### src/rtl/rst_seq_pkg.sv
// rtl/rst_seq_pkg.sv - shared types and defaults for the reset sequencer
package rst_seq_pkg;

    typedef enum logic [1:0] {
        ASSERT,
        HOLD,
        RAMP,
        RUN
    } seq_state_t;

    localparam int REQ_CNT_W         = 8;
    localparam int DEF_NUM_STAGES    = 3;
    localparam int DEF_MIN_PULSE     = 8;
    localparam int DEF_STAGE_DLY     = 16;

    function automatic int max2(input int a, input int b);
        return (a > b) ? a : b;
    endfunction

endpackage

### src/rtl/rst_seq_if.sv
// rtl/rst_seq_if.sv - request input and sequenced reset outputs of rst_seq
interface rst_seq_if #(
    parameter int NUM_STAGES = 3
);
    import rst_seq_pkg::*;

    logic                  req_rst;
    logic [NUM_STAGES-1:0] stage_rst_n;
    logic                  all_released;
    logic                  busy;
    logic [REQ_CNT_W-1:0]  req_cnt;

    modport master (
        input  req_rst,
        output stage_rst_n,
        output all_released,
        output busy,
        output req_cnt
    );

    modport slave (
        output req_rst,
        input  stage_rst_n,
        input  all_released,
        input  busy,
        input  req_cnt
    );

endinterface

### src/rtl/rst_seq_cnt.sv
// rtl/rst_seq_cnt.sv - loadable up-counter with terminal-count compare
module rst_seq_cnt #(
    parameter int W = 4
) (
    input  logic         clk,
    input  logic         rst,
    input  logic         clr,
    input  logic         en,
    input  logic [W-1:0] tc_val,
    output logic         tc
);

    logic [W-1:0] cnt_q;

    // Clear loads 1 so the edge that leaves a phase already counts as its first cycle.
    always_ff @(posedge clk) begin
        if (rst) begin
            cnt_q <= W'(1);
        end else if (clr) begin
            cnt_q <= W'(1);
        end else if (en) begin
            cnt_q <= cnt_q + W'(1);
        end
    end

    assign tc = (cnt_q == tc_val);

endmodule

### src/rtl/rst_seq.sv
// rtl/rst_seq.sv - reset sequencer: minimum pulse, then in-order stage release
module rst_seq
    import rst_seq_pkg::*;
#(
    parameter int NUM_STAGES = DEF_NUM_STAGES,
    parameter int MIN_PULSE  = DEF_MIN_PULSE,
    parameter int STAGE_DLY  = DEF_STAGE_DLY
) (
    input  logic         clk,
    input  logic         rst,
    rst_seq_if.master    bus
);

    localparam int CNT_W = $clog2(max2(MIN_PULSE, STAGE_DLY) + 1);
    localparam int IDX_W = $clog2(NUM_STAGES + 1);
    localparam logic [NUM_STAGES-1:0] STAGE_ONE = NUM_STAGES'(1);

    seq_state_t            state_q, state_d;
    logic [NUM_STAGES-1:0] stage_q, stage_d;
    logic [IDX_W-1:0]      idx_q, idx_d;
    logic                  all_rel_q, busy_q, req_prev_q;
    logic [REQ_CNT_W-1:0]  req_cnt_q;
    logic                  cnt_clr, cnt_en, cnt_tc;
    logic [CNT_W-1:0]      cnt_tc_val;
    logic                  last_stage;

    assign last_stage = (idx_q == IDX_W'(NUM_STAGES - 1));

    rst_seq_cnt #(.W(CNT_W)) u_cnt (
        .clk    (clk),
        .rst    (rst),
        .clr    (cnt_clr),
        .en     (cnt_en),
        .tc_val (cnt_tc_val),
        .tc     (cnt_tc)
    );

    always_ff @(posedge clk) begin
        if (rst) begin
            state_q    <= ASSERT;
            stage_q    <= '0;
            idx_q      <= '0;
            all_rel_q  <= 1'b0;
            busy_q     <= 1'b1;
            req_prev_q <= 1'b0;
            req_cnt_q  <= '0;
        end else begin
            state_q    <= state_d;
            stage_q    <= stage_d;
            idx_q      <= idx_d;
            all_rel_q  <= &stage_d;
            busy_q     <= ~&stage_d;
            req_prev_q <= bus.req_rst;
            if (bus.req_rst && !req_prev_q && (req_cnt_q != '1)) begin
                req_cnt_q <= req_cnt_q + 1'b1;
            end
        end
    end

    always_comb begin
        state_d = state_q;
        if (bus.req_rst) begin
            state_d = ASSERT;
        end else begin
            case (state_q)
                ASSERT: state_d = HOLD;
                HOLD:   if (cnt_tc) state_d = (NUM_STAGES == 1) ? RUN : RAMP;
                RAMP:   if (cnt_tc && last_stage) state_d = RUN;
                default: state_d = state_q;
            endcase
        end
    end

    // A request overrides every phase and throws away partial progress.
    always_comb begin
        stage_d    = stage_q;
        idx_d      = idx_q;
        cnt_clr    = 1'b0;
        cnt_en     = 1'b0;
        cnt_tc_val = CNT_W'(MIN_PULSE);
        if (bus.req_rst) begin
            stage_d = '0;
            idx_d   = '0;
            cnt_clr = 1'b1;
        end else begin
            case (state_q)
                ASSERT: begin
                    stage_d = '0;
                    cnt_clr = 1'b1;
                end
                HOLD: begin
                    if (cnt_tc) begin
                        stage_d = STAGE_ONE;
                        idx_d   = IDX_W'(1);
                        cnt_clr = 1'b1;
                    end else begin
                        cnt_en = 1'b1;
                    end
                end
                RAMP: begin
                    cnt_tc_val = CNT_W'(STAGE_DLY);
                    if (cnt_tc) begin
                        stage_d = stage_q | (STAGE_ONE << idx_q);
                        idx_d   = idx_q + 1'b1;
                        cnt_clr = 1'b1;
                    end else begin
                        cnt_en = 1'b1;
                    end
                end
                default: begin
                    stage_d = stage_q;
                end
            endcase
        end
    end

    assign bus.stage_rst_n  = stage_q;
    assign bus.all_released = all_rel_q;
    assign bus.busy         = busy_q;
    assign bus.req_cnt      = req_cnt_q;

endmodule

### src/flat_wrapper.sv
// flat-port wrapper written by rule: the top's interface ports become plain ports
module rst_seq_flat import rst_seq_pkg::*;
#(
    parameter int NUM_STAGES = DEF_NUM_STAGES,
    parameter int MIN_PULSE  = DEF_MIN_PULSE,
    parameter int STAGE_DLY  = DEF_STAGE_DLY
)
  (clk, rst, bus_req_rst, bus_stage_rst_n, bus_all_released, bus_busy, bus_req_cnt);
  rst_seq_if #(.NUM_STAGES(NUM_STAGES)) bus_i ();
  input  logic clk;
  input  logic rst;
  input wire logic [$bits(bus_i.req_rst)-1:0] bus_req_rst;
  output wire logic [$bits(bus_i.stage_rst_n)-1:0] bus_stage_rst_n;
  output wire logic [$bits(bus_i.all_released)-1:0] bus_all_released;
  output wire logic [$bits(bus_i.busy)-1:0] bus_busy;
  output wire logic [$bits(bus_i.req_cnt)-1:0] bus_req_cnt;
  assign bus_i.req_rst = bus_req_rst;
  assign bus_stage_rst_n = bus_i.stage_rst_n;
  assign bus_all_released = bus_i.all_released;
  assign bus_busy = bus_i.busy;
  assign bus_req_cnt = bus_i.req_cnt;
  rst_seq #(.NUM_STAGES(NUM_STAGES), .MIN_PULSE(MIN_PULSE), .STAGE_DLY(STAGE_DLY)) u_core (.clk(clk), .rst(rst), .bus(bus_i));
endmodule
### config.mk
export PLATFORM = sky130hd
export DESIGN_NAME = rst_seq_flat
export DESIGN_NICKNAME = d
export VERILOG_FILES = /design/src/rtl/rst_seq_pkg.sv /design/src/rtl/rst_seq_if.sv /design/src/rtl/rst_seq_cnt.sv /design/src/rtl/rst_seq.sv /design/src/flat_wrapper.sv
export SDC_FILE = /design/constraint.sdc
export NUM_CORES = 1
export LEC_CHECK = 0
export ABC_CLOCK_PERIOD_IN_PS = 2650
export BUFFER_PORTS_ARGS = -buffer_cell sky130_fd_sc_hd__buf_2
export CAP_MARGIN = 25
export CORE_MARGIN = 2
export CORE_UTILIZATION = 45
export CTS_BUF_LIST = sky130_fd_sc_hd__clkbuf_4
export DETAILED_ROUTE_END_ITERATION = 10
export GPL_ROUTABILITY_DRIVEN = 0
export PLACE_DENSITY = 0.71
export SLEW_MARGIN = 30
export SYNTH_ARGS = -nofsm -noshare
export SYNTH_HDL_FRONTEND = slang
export SYNTH_SLANG_ARGS = --single-unit
### constraint.sdc
create_clock -name clk -period 2.65 [get_ports clk]
set_input_delay 0.6625 -clock clk [delete_from_list [all_inputs] [get_ports clk]]
set_output_delay 0.6625 -clock clk [all_outputs]
set_load 0.01 [all_outputs]
After elaboration in Yosys (flattened, before gate mapping)
Index checks and enable logic that the tools add are counted.
{ "totals": {"ff_bits": 23, "latch_bits": 0, "output_inout_bits": 13, "n_memories": 0, "mem_bits_rw": 0, "elab_cells": 53, "mem_bits_ro": 0, "in_bits": 3} }
{ "classes": {"n_mul": 0, "n_div": 0, "mux": 18, "addsub": 3, "shift": 1, "bitwise": 1, "magnitude_cmp": 0, "eq_ne": 8, "n_reduce_logical": 14} }
{ "op_table": {"columns": ["operator", "n"], "rows": [
  ["$mux W5", 2],
  ["$mux W3", 3],
  ["$pmux W3 S3", 1],
  ["$reduce_and A3 Y1", 3],
  ["$add A8 B1 Y8 const B", 1],
  ["$mux W2", 4],
  ["$ne A8 B8 Y1 const B", 1],
  ["$ne A2 B1 Y1 const B", 3],
  ["$pmux W2 S3", 1],
  ["$reduce_or A2 Y1", 3],
  ["$add A5 B1 Y5 const B", 1],
  ["$eq A5 B5 Y1", 1],
  ["$mux W1", 5],
  ["$eq A2 B2 Y1 const B", 2],
  ["$pmux W2 S2", 1],
  ["$logic_and A1 B1 Y1", 3],
  ["$or A3 B3 Y3", 1],
  ["$reduce_bool A3 Y1", 1],
  ["$shl A1 B2 Y3 const A", 1],
  ["$add A2 B1 Y2 const B", 1],
  ["$eq A2 B1 Y1 const B", 1],
  ["$logic_not A1 Y1", 2],
  ["$logic_not A2 Y1", 1],
  ["$pmux W1 S2", 1],
  ["$reduce_bool A2 Y1", 1]
]} }

Depth between registers and ports, before layout
{ "logic_depth": {"depth_word": 9, "mapped_depth": 8, "mapped_depth_nobuf": 7} }

Modules after synthesis
From an unflattened synthesis, not the netlist that was laid out.
{ "unflattened": {"hier_cells": 131, "hier_area_um2": 1194.9} }
{ "modules_own_cells": {"columns": ["module", "area_per_inst_um2", "n_inst", "seq_area_each_um2", "cells_per_inst"], "rows": [
  ["rst_seq", 940.9, 1, 360.3, 105],
  ["rst_seq_cnt", 254.0, 1, 100.1, 26]
]} }

Worst setup path after synthesis
No wires, ideal clock.
{ "synth_path": {"kind": "flip-flop to flip-flop", "start": "register u_core.state_q[0]", "end": "register u_core.busy_q (netlist: u_core.bus.busy)", "setup_slack_ns": 0.804, "required_ns": 2.523, "stages_incl_launch_ff": 9, "setup_ns": 0.127, "path_buffers": 1, "period_less_slack_ns": 1.846, "t_arrival_ns": 1.719, "cell_sequence": "dfxtp_1 > inv_1 > ha_1 > buf_6 > nor2b_4 > o21ai_4 > a41o_1 > nand2_1 > or3_1"} }
{ "synth_between": {"elab_chain_cells": 9, "elab_cells_between_ends": 12, "classes_between": "3 x eq/ne; 6 x mux; 3 x reduce/logical"} }
{ "synth_lines": {"columns": ["item", "line", "source"], "rows": [
  ["from (decl)", "rst_seq.sv:18", "seq_state_t state_q, state_d;"],
  ["from (signal assigned)", "rst_seq.sv:48", "state_q <= state_d;"],
  ["$eq A2 B2 Y1", "rst_seq.sv:86", "case (state_q)"],
  ["$mux W5", "rst_seq.sv:86", null],
  ["$mux W5", "rst_seq.sv:81", "if (bus.req_rst) begin"],
  ["$eq A5 B5 Y1", "rst_seq_cnt.sv:26", "assign tc = (cnt_q == tc_val);"],
  ["$mux W3 (on tied branches)", "rst_seq.sv:102, rst_seq.sv:92", null],
  ["$pmux W3 S3 (*)", "rst_seq.sv:86", null],
  ["$mux W3 (*)", "rst_seq.sv:81", null],
  ["$reduce_and A3 Y1 (*)", "rst_seq.sv:52", "busy_q <= ~&stage_d;"],
  ["$logic_not A1 Y1 (*)", "rst_seq.sv:52", null],
  ["to (signal assigned)", "rst_seq.sv:52", null],
  ["to (decl)", "rst_seq.sv:21", "logic all_rel_q, busy_q, req_prev_q;"]
]} }
Mark *: on every way between the ends. The rest lies on a longest branch, timed or not.
A chain may end at the register's enable or synchronous reset.

Worst setup path after layout
{ "layout_path": {"start": "register u_core.state_q[0]", "end": "register u_core.u_cnt.cnt_q[3]"} }
{ "layout_between": {"elab_chain_cells": 8, "elab_cells_between_ends": 14, "classes_between": "3 x eq/ne; 8 x mux; 3 x reduce/logical"} }
{ "layout_lines": {"columns": ["item", "line", "source"], "rows": [
  ["$eq A2 B2 Y1", "rst_seq.sv:86", null],
  ["$mux W5", "rst_seq.sv:86", null],
  ["$mux W5", "rst_seq.sv:81", null],
  ["$eq A5 B5 Y1", "rst_seq_cnt.sv:26", null],
  ["$mux W1", "rst_seq.sv:92, rst_seq.sv:102", null],
  ["$pmux W1 S2", "rst_seq.sv:86", null],
  ["$mux W1", "rst_seq.sv:81", null],
  ["$reduce_or A2 Y1 (no line)", null, null],
  ["to (signal assigned)", "rst_seq_cnt.sv:22", "cnt_q <= cnt_q + W'(1);"],
  ["to (decl)", "rst_seq_cnt.sv:13", "logic [W-1:0] cnt_q;"]
]} }
Parallel ways exist; a longest one is shown, timed or not.

==> reports/metrics.yaml <==
clocking:
  clock_input_transition_at_the_sequential_cells_of_the_worst_setup_and_hold_paths_ns: 0.13
  ctsRootBufferMaster: "sky130_fd_sc_hd__clkbuf_4"
  cts_resized: 0
  deepest_level_of_the_cts_h_tree: 1
  insertion_delay_ns: 0.32
  holdBufCountCts: 0
  tritoncts_clock_tree: "yes"
  cts_setup_buffers: 0
  cts_buffer_depth: 2
  number_of_clock_buffers_inserted_by_tritoncts: 3
  numClockSinks: 23
finish:
  drive_above_1_share_pct: 17.6
  syn2layout_area_growth_pct: 10.2
  final.fill_count: 264
  highest_count_cells_in_the_layout_ignoring_fill_and_taps: "23 x sky130_fd_sc_hd__dfxtp_1, 18 x sky130_fd_sc_hd__nor2_1, 15 x sky130_fd_sc_hd__buf_2"
  finish.net_count: 168
  post-route-util_pct: 53.2
  antenna-diode-count: 0
  layout.cells.most_common: "sky130_fd_sc_hd__dfxtp_1"
  design_area_um2: 1360
setup_path:
  crit_required_ns: 2.85
  worst_path_max_fanout: 9
  delay_contributed_by_the_slowest_stage_of_the_critical_path_ns: 0.48
  cell_family_contributing_the_most_delay_on_the_critical_path: "compound AO/OA/AOI/OAI gates"
  critical_path_class: "register to register"
  endpoint_kind: "register"
  critical_path.cell_chain: "inv_1, ha_1, nor2b_4, o21ai_4, a31oi_1, o21ai_0, nor2_1"
  max_stage_delay_cell_worst_path: "sky130_fd_sc_hd__o21ai_0"
  crit_path_start_kind: "register"
  cp.buffers_inverters: 1
  worst_ep_arrival_time_ns: 2.29
pwr:
  ir_drop_uv: 321
  internal_power_uw: 434
  power_leakage_nw: 0.550
  power_switching_share_pct: 26.1
  p_seq_share_pct: 61.2
  switching_power_uw: 153
  combinationalPowerShare_pct: 10.6
  clockPowerShare_pct: 28.3
  power_density_nw_per_um2: 433
sta:
  worst-slew-pin-transition_ns: 0.575
  rsz0062_at_grt: "false"
  fin_worst_skew_ns: 0.00974
  setup_total_negative_slack_ns: 0
  post-route-min-period_ns: 2.08
  drv_slew: 0
  hold_violations: 0
  timing.final.crit_share_pct: 78.6
  timing.max_slew.rel_slack_pct: 61.3
  max_freq_mhz: 480
  setup_viol: 0
  fin_hold_ws_ns: 0.537
route:
  wirelength_met1_um: 1020
  drt_first_pass_iters: 5
  vias: 1004
  drt_first_iter_violations: 31
  post_drt_wl_per_cell_um: 12.9
  drc_errors: 0
  avgViaCountPerCell: 5.49
  routed.top_layer: "met4"
  routed-wl-met2_um: 1210
  route.antenna.remaining_nets: 0
  wl_met3_um: 107
  detailed_route_wire_length_um: 2370
synthesis:
  compound_cell_area_share_of_the_yosys_netlist_pct: 12.7
  synth_xor_xnor_area_share_pct: 6.41
  synthesis.yosys.warnings: 0
  ys_seq_area_share_pct: 37.4
  post_synth_mux_area_share_pct: 3.26
  synth_simple_gate_area_share_pct: 25.0
  postSynthRegisterBits: 23
  largest_family_of_logic_cells_by_synthesized_area: "simple AND/OR/NAND/NOR gates"
  post_synthesis_cell_type_count: 34
  synthCells: 136
  synthesis.nets: 150
  syn-cell-area_um2: 1230
  syn_area_per_cell_um2: 9.04
  post_synth_fa_ha_maj_area_fraction_pct: 11.2
grt:
  number_of_global_route_vias_before_repair: 968
  grt_pass1_wl_um: 4220
  antenna_found_initial: 0
  grt-ovfl-total: 0
  groute.usage.overall_pct: 16.5
  grt_start_max_net_pins: 14
floorplan:
  floorplan.die.height_um: 56.3
  row_count: 18
  die_width_um: 56.3
  floorplan.initialDensity_pct: 48.3
  ios: 16
  floorplan.die_area_um2: 3170
  floorplan.core_area_um2: 2540
run_status:
  status: "completed"
hold_path:
  hp-class: "register to register"
placed_design:
  io_buf_count: 15
  dp_hpwl_um: 1820
  dpl_cell_area_um2: 1330
run:
  timing.max_cap.violations: 0
## cell type report
cell class                      instances  area (um^2)  area share (%)
Multi-Input combinational cell        102          721            53.2
Timing Repair Buffer                   15         75.1            5.54
Tap cell                               30         37.5            2.77
Clock inverter                          1         5.00           0.369
Inverter                                9         33.8            2.49
Clock buffer                            3         22.5            1.66
Sequential cell                        23          460            34.0
## power groups by stage
stage / sequential [mW] / clock [mW] / combinational, mW
CTS: 0.359 / 0.169 / 0.0620
global placement: 0.366 / 0 / 0.0592
finish: 0.359 / 0.166 / 0.0619
detailed placement: 0.367 / 0 / 0.0616
global route: 0.360 / 0.181 / 0.0706
floorplan: 0.367 / 0 / 0.0440
## worst min-delay path: stages (launching register included)
cell	delay (ns)
sky130_fd_sc_hd__dfxtp_1	0.37
sky130_fd_sc_hd__nand2_1	0.07
sky130_fd_sc_hd__a21oi_1	0.06
## sequential cells by signal, summed over array words and instances, names as in the netlist
name	cells
u_core.bus.all_released	1
u_core.bus.busy	1
u_core.bus.req_cnt	8
u_core.bus.stage_rst_n	3
u_core.idx_q	2
u_core.req_prev_q	1
u_core.state_q	2
u_core.u_cnt.cnt_q	5
## stage by stage
| step | std cells | total power, mW | worst slack, ns |
|---|---|---|---|
| final | 183 | 0.587 | 0.568 |
| after global routing | 183 | 0.612 | 0.362 |
| after CTS | 183 | 0.590 | 0.570 |
| after detailed placement | 179 | 0.428 | 0.562 |
| after global placement | 179 | 0.425 | 0.700 |
| after floorplan | 136 | 0.411 | 0.804 |
## Yosys cell counts
master,n,area (um^2)
sky130_fd_sc_hd__o21ai_4,1,16.3
sky130_fd_sc_hd__nand2_1,7,26.3
sky130_fd_sc_hd__nor2b_4,1,13.8
sky130_fd_sc_hd__o21ai_2,1,8.76
sky130_fd_sc_hd__a21oi_1,6,30.0
sky130_fd_sc_hd__inv_1,9,33.8
sky130_fd_sc_hd__a41o_1,1,10.0
sky130_fd_sc_hd__nand2b_1,3,18.8
sky130_fd_sc_hd__xnor2_1,6,52.6
sky130_fd_sc_hd__clkbuf_1,1,3.75
sky130_fd_sc_hd__and2_1,1,6.26
sky130_fd_sc_hd__buf_6,1,11.3
sky130_fd_sc_hd__nand4bb_4,1,27.5
sky130_fd_sc_hd__o211a_1,1,10.0
sky130_fd_sc_hd__ha_1,11,138
sky130_fd_sc_hd__dfxtp_1,23,460
sky130_fd_sc_hd__a221oi_1,1,8.76
sky130_fd_sc_hd__nor2b_1,4,25.0
sky130_fd_sc_hd__nor2_1,18,67.6
sky130_fd_sc_hd__a31oi_1,1,6.26
sky130_fd_sc_hd__a32o_1,1,10.0
sky130_fd_sc_hd__and2_4,1,8.76
sky130_fd_sc_hd__mux2i_1,4,40.0
sky130_fd_sc_hd__a21boi_0,1,7.51
sky130_fd_sc_hd__a31o_2,1,8.76
sky130_fd_sc_hd__nor3_1,7,35.0
sky130_fd_sc_hd__nand4_1,4,25.0
sky130_fd_sc_hd__nand3_1,3,15.0
sky130_fd_sc_hd__o311a_1,1,10.0
sky130_fd_sc_hd__xor2_1,3,26.3
sky130_fd_sc_hd__or3_1,3,18.8
sky130_fd_sc_hd__and2b_1,1,7.51
sky130_fd_sc_hd__o21ai_0,6,30.0
sky130_fd_sc_hd__or2_2,2,12.5
## routing by layer
| metal | global-route usage (%) | up-vias |
|---|---|---|
| li1 | - | 501 |
| met1 | 18.9 | 473 |
| met2 | 29.7 | 24 |
| met3 | 3.69 | 6 |
| met4 | 5.78 | 0 |
| met5 | 0 | - |
## worst paths after layout
check | startpoint | to | slack (ns) | cells past startpoint
hold / removal | u_core.state_q[0] | u_core.state_q[0] | 0.54 | 2
hold reg to reg | u_core.state_q[0] | u_core.state_q[0] | 0.54 | 2
setup reg to reg | u_core.state_q[0] | u_core.u_cnt.cnt_q[3] | 0.57 | 7
setup / recovery | u_core.state_q[0] | u_core.u_cnt.cnt_q[3] | 0.57 | 7
## logic make-up after synthesis
| group | after synthesis |
|---|---|
| XOR/XNOR | 9 |
| adder cells (fa/ha/maj) | 11 |
| AO/OA/AOI/OAI | 22 |
| multiplexers | 4 |
| AND/OR/NAND/NOR | 56 |
| buffers and inverters | 11 |
| flip-flops | 23 |
(Power assumes the default switching activity.)
